==> config.mk <==
export PLATFORM = sky130hd
export DESIGN_NAME = axi_stream_pin_capture
export DESIGN_NICKNAME = d
export VERILOG_FILES = /design/src/rtl/axi_stream_pin_capture.sv
export SDC_FILE = /design/constraint.sdc
export NUM_CORES = 1
export LEC_CHECK = 0
export BUFFER_PORTS_ARGS = -buffer_cell sky130_fd_sc_hd__buf_2
export CAP_MARGIN = 20
export CORE_ASPECT_RATIO = 2
export CORE_UTILIZATION = 54
export CTS_CLUSTER_DIAMETER = 200
export DETAILED_ROUTE_END_ITERATION = 16
export PLACE_DENSITY = 0.74
export SLEW_MARGIN = 0
export SYNTH_ARGS = -nofsm -noshare
export SYNTH_HDL_FRONTEND = slang
export SYNTH_SLANG_ARGS = --single-unit
==> constraint.sdc <==
create_clock -name aclk -period 7.2 [get_ports aclk]
set_clock_uncertainty 0.05 [all_clocks]
set_input_delay 0.72 -clock aclk [delete_from_list [all_inputs] [get_ports aclk]]
set_output_delay 0.72 -clock aclk [all_outputs]
set_load 0.02 [all_outputs]
==> src/rtl/axi_stream_pin_capture.sv <==
// axi_stream_pin_capture: strobed pin sampler that packs beats into words, buffers them in a FIFO
// and emits runtime-length AXI4-Stream packets, counting dropped words instead of stalling the pins.
module axi_stream_pin_capture #(
    parameter int PIN_W           = 8,
    parameter int DATA_W          = 32,
    parameter int FIFO_DEPTH_BITS = 4,
    parameter int PKT_W           = 18,
    parameter int DROP_W          = 16
) (
    input  logic                       aclk,
    input  logic                       areset,
    input  logic                       enable,
    input  logic                       pins_valid,
    input  logic [PIN_W-1:0]           data_pins,
    input  logic [PKT_W-1:0]           pkt_words,
    input  logic                       clr_stats,
    output logic                       m_axis_tvalid,
    output logic [DATA_W-1:0]          m_axis_tdata,
    output logic                       m_axis_tlast,
    output logic [DATA_W/8-1:0]        m_axis_tkeep,
    input  logic                       m_axis_tready,
    output logic [FIFO_DEPTH_BITS:0]   fifo_level,
    output logic [DROP_W-1:0]          drop_count,
    output logic                       overflow
);
    localparam int BEATS = DATA_W / PIN_W;
    localparam int BCW   = $clog2(BEATS);
    localparam int DEPTH = 1 << FIFO_DEPTH_BITS;

    logic [BCW-1:0]             beat_cnt_q, beat_cnt_d;
    logic [DATA_W-1:0]          acc_q, acc_d, word;
    logic [DATA_W-1:0]          fifo_mem [DEPTH];
    logic [FIFO_DEPTH_BITS-1:0] wr_ptr_q, wr_ptr_d, rd_ptr_q, rd_ptr_d;
    logic [FIFO_DEPTH_BITS:0]   level_q, level_d;
    logic [DROP_W-1:0]          drop_q, drop_d;
    logic                       ovf_q, ovf_d, tvalid_q, tvalid_d, tlast_q, tlast_d;
    logic [DATA_W-1:0]          tdata_q, tdata_d;
    logic [PKT_W-1:0]           word_cnt_q, word_cnt_d, pkt_len_q, pkt_len_d, len_eff;
    logic                       sample, word_done, empty, full, rd, wr, drop;

    always_comb begin
        sample    = enable && pins_valid;
        word_done = sample && (beat_cnt_q == BCW'(BEATS - 1));
        word      = acc_q;
        word[beat_cnt_q*PIN_W +: PIN_W] = data_pins;
        acc_d      = sample ? word : acc_q;
        beat_cnt_d = !enable ? '0 : sample ? (word_done ? '0 : beat_cnt_q + 1'b1) : beat_cnt_q;
        empty = level_q == 0;
        full  = level_q[FIFO_DEPTH_BITS];
        rd    = (!tvalid_q || m_axis_tready) && !empty;
        // a read in the same cycle frees a slot, so a full FIFO can still accept
        wr    = word_done && (!full || rd);
        drop  = word_done && !wr;
        wr_ptr_d = wr ? wr_ptr_q + 1'b1 : wr_ptr_q;
        rd_ptr_d = rd ? rd_ptr_q + 1'b1 : rd_ptr_q;
        level_d  = (wr && !rd) ? level_q + 1'b1 : (rd && !wr) ? level_q - 1'b1 : level_q;
        drop_d   = clr_stats ? '0 : (drop && drop_q != '1) ? drop_q + 1'b1 : drop_q;
        ovf_d    = !clr_stats && (ovf_q || drop);
        // the first load of a packet samples pkt_words live; later loads use the latched copy
        len_eff    = (word_cnt_q == 0) ? pkt_words : pkt_len_q;
        pkt_len_d  = rd ? len_eff : pkt_len_q;
        tlast_d    = rd ? (word_cnt_q == len_eff - 1'b1) : tlast_q;
        word_cnt_d = rd ? (tlast_d ? '0 : word_cnt_q + 1'b1) : word_cnt_q;
        tdata_d    = rd ? fifo_mem[rd_ptr_q] : tdata_q;
        tvalid_d   = rd || (tvalid_q && !m_axis_tready);
    end

    always_ff @(posedge aclk or posedge areset) begin
        if (areset) begin
            beat_cnt_q <= '0;
            acc_q      <= '0;
            wr_ptr_q   <= '0;
            rd_ptr_q   <= '0;
            level_q    <= '0;
            drop_q     <= '0;
            ovf_q      <= 1'b0;
            tvalid_q   <= 1'b0;
            tlast_q    <= 1'b0;
            tdata_q    <= '0;
            word_cnt_q <= '0;
            pkt_len_q  <= '0;
        end else begin
            beat_cnt_q <= beat_cnt_d;
            acc_q      <= acc_d;
            wr_ptr_q   <= wr_ptr_d;
            rd_ptr_q   <= rd_ptr_d;
            level_q    <= level_d;
            drop_q     <= drop_d;
            ovf_q      <= ovf_d;
            tvalid_q   <= tvalid_d;
            tlast_q    <= tlast_d;
            tdata_q    <= tdata_d;
            word_cnt_q <= word_cnt_d;
            pkt_len_q  <= pkt_len_d;
        end
    end

    always_ff @(posedge aclk) begin
        if (wr) fifo_mem[wr_ptr_q] <= word;
    end

    assign m_axis_tvalid = tvalid_q;
    assign m_axis_tdata  = tdata_q;
    assign m_axis_tlast  = tlast_q;
    assign m_axis_tkeep  = '1;
    assign fifo_level    = level_q;
    assign drop_count    = drop_q;
    assign overflow      = ovf_q;
endmodule
==> flow_summary.ini, run 1 <==
[run_status]
outcome = complete, no violations

[place]
gp_congestion = 0.938
dp_slack_ns = 1.72
dp.cells = 2479
io_buffers = 87
dp_hpwl_um = 38700

[pwr]
p_switching_w = 0.00307
power_frac_comb_pct = 26.2
seqPwrFrac_pct = 44.7
swShare_pct = 30.7
p_per_area_nw_per_um2 = 332
power.internal_w = 0.00693
p_leak_nw = 10.9
p_clk_share_pct = 29.1
vdd_ir_drop_max_uv = 270

[worst_setup_path]
crit_slowest_cell = nor2_1
start_kind = flop
cp_max_fo = 18
required_ns = 7.59
r2r_end = word_cnt_q[17]$_DFFE_PP0P_
worstPathCellList = inv_1, ha_1, nor3b_2, buf_4, nand3_1, nor2_1, mux2i_1, ha_1, nand2_1, xnor2_1, mux2i_1, xnor2_1, or4_1, or4_4, nor3_4, nor2_1
crit_path_end_kind = flop
crit_path_max_incr_delay_ns = 0.69
r2r_cells = 16
path_class = reg -> reg
worstPathArrival_ns = 5.90
cp-startpoint = word_cnt_q[0]$_DFFE_PP0P_
r2r-start = word_cnt_q[0]$_DFFE_PP0P_
setup.reg_to_reg.worst_slack_ns = 1.70

[global_route]
use_met3_pct = 2.80
use_met1_pct = 29.5
grt_max_degree = 85
grt_pass1_wl_um = 97300
antenna_found_initial = 1
gr-total-overflow = 0
groute.layer.met2.usage_pct = 48.0
grt_busiest_layer = met2
grt_pass1_vias = 16200
grt_use_total_pct = 26.1

[sta]
max_freq_mhz = 182
finalCriticalPeriod_ns = 5.50
setup_viol = 0
final_hold_viol_count = 0
rsz0062_at_grt = no
setup_slack_ns = 1.70
period_share_pct = 76.4
setup_tns_ns = 0
worstMarginPinSlew_ns = 1.08
timing.slew.headroom_pct = 27.5
slew_viol_final = 0

[final_layout]
fin_util_pct = 61.3
stdcell_count = 2575
drive_gt1_share_pct = 19.2
layout.nets = 1941
syn2layout_area_growth_pct = 12.3

[clock_tree]
clock_sinks = 646
clkLatencyLatePin_ns = 0.59
cts_made_buffers = 52
htree_levels = 2
cts_hold_buf = 0
clock_path_buffers = 3
cts_tree = done
post_cts_buffers = 0
cts.clk_slew.worst_paths_ns = 0.07
cts-root-buf = clkbuf_16
post_cts_resized = 0

[yosys]
synthesis.area_um2 = 26800
synthArstFlopShare_pct = 20.7
ys.flop_type = edfxtp_1
synth_top_family_by_area = multiplexers
synthCells = 1770
synth.area.mux_share_pct = 11.8
yosys.area_share.xor_xnor_pct = 2.09
synth_edf_count = 512
synth_simple_gate_area_share_pct = 7.59
syn_area_per_cell_um2 = 15.1
yosysWarnings = 0
synthAdderAreaFrac_pct = 0.915
synth.distinct_cells = 59
yosysSeqAreaShare_pct = 69.9
synth-compound-area-share_pct = 5.52
yosys_register_bits = 646

[floorplanning]
dieArea_um2 = 50600
start_util_pct = 54.6
io_pins = 92
num_rows = 115
fp.dieH_um = 317
die_x_um = 160
core_um2 = 49100

[worst_hold_path]
min_path_type = in -> async

[drt]
drt-vias-per-instance = 6.08
drtAntennaViolNets = 0
vias = 15700
routedWlPerCell_um = 25.0
drt_iter0_drc = 1473
drc = 0
postRouteWirelength_um = 64400
drt-pass1-iter-count = 5

[job]
drv_cap = 0
-- placed cells by master (no fill, tap or decap), types with 53 or more instances in the layout --
cell type and n:
edfxtp_1 512, nand2_1 188, dfrtp_1 130, o21ai_0 126, mux2i_1 124, nor2_1 112
buf_2 87, mux4_2 76, buf_4 64, o221ai_1 57, clkbuf_16 53
-- stage by stage --
stage	cell area, um^2	hold slack, ns	power (W)
after global routing	30100	0.248	0.0104
after detailed placement	28300	0.415	0.00718
after floorplan	26800	0.405	0.00639
after CTS	30100	0.205	0.0101
after global placement	28300	0.409	0.00712
final	30100	0.199	0.0100
-- worst max-delay path by stage --
stage                                 endpoint  depth (start not counted)
global placement    word_cnt_q[17]$_DFFE_PP0P_                         16
floorplan            word_cnt_q[4]$_DFFE_PP0P_                         17
finish              word_cnt_q[17]$_DFFE_PP0P_                         16
CTS                  word_cnt_q[5]$_DFFE_PP0P_                         16
global route         word_cnt_q[5]$_DFFE_PP0P_                         16
detailed placement  word_cnt_q[17]$_DFFE_PP0P_                         16
-- per-layer routing --
metal | wire length (um) | part of all wire, % | vias to the layer above
li1 | - | - | 6922
met1 | 22800 | 35 | 7905
met2 | 34500 | 54 | 636
met3 | 3400 | 5.3 | 191
met4 | 3620 | 5.6 | 0
met5 | 0 | 0 | -
-- logic make-up after synthesis --
family | after synthesis
muxes | 218
other | 1
xor gates and xnor gates | 64
and+or+nand+nor | 448
buffers and inverters | 143
AOI/OAI and AO/OA | 231
adders and majority gates | 19
DFF | 646
-- state kept, by name (all words and copies together), names as in the netlist, named ones only --
name / count
overflow: 1
acc_q: 32
rd_ptr_q: 4
fifo_level: 5
m_axis_tdata: 32
fifo_mem: 512
beat_cnt_q: 2
pkt_len_q: 18
word_cnt_q: 18
m_axis_tvalid: 1
drop_count: 16
wr_ptr_q: 4
-- final cells by class --
class	count	area, um^2
antenna	1	2.50
clock buffer	63	1400
clock inverter	32	340
fill	3531	19000
inverter	52	200
multi-input combinational	984	7620
sequential	646	18700
tap	643	805
timing repair buffer	154	976
-- worst max-delay path, delay by kind of cell, from the launching register on --
kind          cells  cell delay [ns]
flops             1             0.44
buf+inv           2             0.33
simple gates      8             2.97
fa+ha+maj         2             0.71
xor+xnor          2             0.24
mux               2             0.61
-- power groups by stage --
| stage | Clock (W) | Combinational, W | Sequential [W] |
|---|---|---|---|
| after floorplan | 0 | 0.00183 | 0.00456 |
| after global placement | 0 | 0.00257 | 0.00454 |
| after detailed placement | 0 | 0.00263 | 0.00455 |
| after CTS | 0.00296 | 0.00265 | 0.00447 |
| after global routing | 0.00309 | 0.00285 | 0.00450 |
| final | 0.00291 | 0.00262 | 0.00447 |
-- Yosys cell counts, drive strengths merged (2+ instances only) --
cell type  instances  share of area [%]
a22o               8               0.26
or3                5               0.12
and3               9               0.21
a311oi             4               0.13
nand3b             2              0.056
nand2b             9               0.21
mux2i            124                4.6
or4                7               0.21
dfrtp            134                 13
a21oi             14               0.26
or2                3              0.070
o21a               2              0.056
a21o               3              0.084
nor2             127                1.8
nand2            190                2.7
nor3b              5               0.16
nand4b             2              0.065
mux2              18               0.76
nand4             10               0.23
xor2              29               0.95
o211a              3               0.11
clkbuf            56               0.78
nor4b              3              0.098
ha                18               0.84
o221ai            57                1.9
nor3              23               0.47
inv               51               0.71
nand3             27               0.50
nor4              13               0.35
o311ai             2              0.065
buf               35               0.67
xnor2             35                1.1
o21ai            126                2.4
o22ai              4              0.093
and2               4              0.093
mux4              76                6.4
nor2b              6               0.14
edfxtp           512                 57
o211ai             2              0.056
(Power assumes the default switching activity.)
==> run 2: changes to the inputs <==
--- a/config.mk
+++ b/config.mk
@@ -11,7 +11,7 @@
 export CORE_UTILIZATION = 54
 export CTS_CLUSTER_DIAMETER = 200
 export DETAILED_ROUTE_END_ITERATION = 16
-export PLACE_DENSITY = 0.74
+export PLACE_DENSITY = 0.77
 export SLEW_MARGIN = 0
 export SYNTH_ARGS = -nofsm -noshare
 export SYNTH_HDL_FRONTEND = slang
==> constraint.sdc (replaced) <==
create_clock -name aclk -period 4.5 [get_ports aclk]
set_clock_uncertainty 0.05 [all_clocks]
set_input_delay 0.45 -clock aclk [delete_from_list [all_inputs] [get_ports aclk]]
set_output_delay 0.45 -clock aclk [all_outputs]
set_load 0.02 [all_outputs]
==> flow_summary.ini, run 2 (synthesized netlist as in run 1, its figures left out) <==
[clock_tree]
clock_sinks = 646
clkLatencyLatePin_ns = 0.60
cts-root-buf = clkbuf_16
cts.clk_slew.worst_paths_ns = 0.07
htree_levels = 2
clock_path_buffers = 3
cts_made_buffers = 54
cts_tree = done
post_cts_buffers = 0

[drt]
routedWlPerCell_um = 25.0
vias = 15800
drt_iter0_drc = 1264
drtAntennaViolNets = 0
postRouteWirelength_um = 65200
drc = 0
drt-pass1-iter-count = 5
drt-vias-per-instance = 6.06

[final_layout]
n_antenna_cell = 0
mostFrequentLayoutCells = edfxtp_1 (512), nand2_1 (188), dfrtp_1 (130), o21ai_0 (125), mux2i_1 (124)
syn2layout_area_growth_pct = 13.5
final_common_cell = edfxtp_1
top_register = fifo_mem
fin_util_pct = 62.0
stdcell_area_um2 = 30400
drive_gt1_share_pct = 20.3
largest_reg_flops = 512
layout.nets = 1973

[sta]
slew_viol_final = 0
final_hold_viol_count = 0
max_freq_mhz = 240
rsz0062_at_grt = no
period_share_pct = 92.5
finalCriticalPeriod_ns = 4.16
timing.slew.headroom_pct = 28.3
worstMarginPinSlew_ns = 1.07
setup_slack_ns = 0.337
setup_tns_ns = 0
setup_viol = 0

[worst_setup_path]
crit_path_max_incr_delay_ns = 0.57
required_ns = 4.90
worstPathArrival_ns = 4.56
path_buf_inv = 1
start_kind = flop
cp_max_fo = 18
path_class = reg -> reg
crit_family = simple AND/OR/NAND/NOR gates
crit_slowest_cell = or4_4
worstPathCellList = nor4_2, nand2_1, nor2_2, mux2i_1, ha_1, nand2_1, xnor2_1, mux2i_1, xnor2_1, or4_1, or4_4, nor3_4, buf_12, a211oi_1
crit_path_end_kind = flop

[global_route]
grt_use_total_pct = 26.4
grt_pass1_vias = 16500
gr-total-overflow = 0
grt_pass1_wl_um = 98200
grt_max_degree = 76
antenna_found_initial = 0

[floorplanning]
fp.dieH_um = 317
dieArea_um2 = 50600
start_util_pct = 54.6
core_um2 = 49100
die_x_um = 160
num_rows = 115
io_pins = 92

[job]
drv_cap = 0

[pwr]
p_leak_nw = 11.0
p_per_area_nw_per_um2 = 529
vdd_ir_drop_max_uv = 375

[worst_hold_path]
min_path_type = in -> reg

[place]
io_buffers = 87
placed_area_um2 = 28600
gp_congestion = 0.921
dp_slack_ns = 0.328
dp_hpwl_um = 41400

[run_status]
outcome = complete, no violations
## run 2: repair_timing
item,4_1_cts,5_1_grt
gates resized for setup,0,0
hold buffers,1,0
endpoints found under the hold margin,51,0
## run 2: layout make-up
class	instances	area (um^2)
clock buffers	75	1540
inverters	52	200
clock inverters	27	231
repair buffers	184	1280
multi-input cells	984	7610
well taps	643	805
flip-flops and latches	646	18700
fillers	3489	18700
## run 2: worst paths after layout
kind | start | to | slack, ns | cells past startpoint
max | word_cnt_q[2]$_DFFE_PP0P_ | word_cnt_q[1]$_DFFE_PP0P_ | 0.34 | 14
min | enable | beat_cnt_q[0]$_DFFE_PP0P_ | 0.03 | 2
max reg2reg | word_cnt_q[2]$_DFFE_PP0P_ | word_cnt_q[1]$_DFFE_PP0P_ | 0.34 | 14
min reg2reg | m_axis_tdata[2]$_DFFE_PP0P_ | m_axis_tdata[2]$_DFFE_PP0P_ | 0.43 | 2
max in group asynchronous | areset | m_axis_tdata[1]$_DFFE_PP0P_ | 2.93 | 4
min in group asynchronous | areset | pkt_len_q[6]$_DFFE_PP0P_ | 0.47 | 3
## run 2: report_power, final
part | leakage, nW | internal, W | switching (W) | total, W
sequential | 6.24 | 0.00682 | 0.000454 | 0.00727
clock | 0.872 | 0.00259 | 0.00210 | 0.00468
combinational | 3.94 | 0.00173 | 0.00239 | 0.00412
## run 2: per-layer routing
metal  GRT usage, %  share of wire, %  wire (um)  vias to the layer above
li1               -                 -          -                     6992
met1           28.2                34      21900                     7943
met2           49.0                54      35200                      662
met3           3.43               5.8       3810                      215
met4           16.8               6.5       4270                        0
met5              0                 0          0                        -
## run 2: stage by stage
step / instances / hold slack [ns] / total power, W
6_report: 2611 / 0.0289 / 0.0161
5_1_grt: 2611 / 0.0369 / 0.0168
4_1_cts: 2609 / 0.0115 / 0.0162
3_5_place_dp: 2506 / 0.415 / 0.0116
3_3_place_gp: 2506 / 0.406 / 0.0114
2_1_floorplan: 1773 / 0.405 / 0.0102
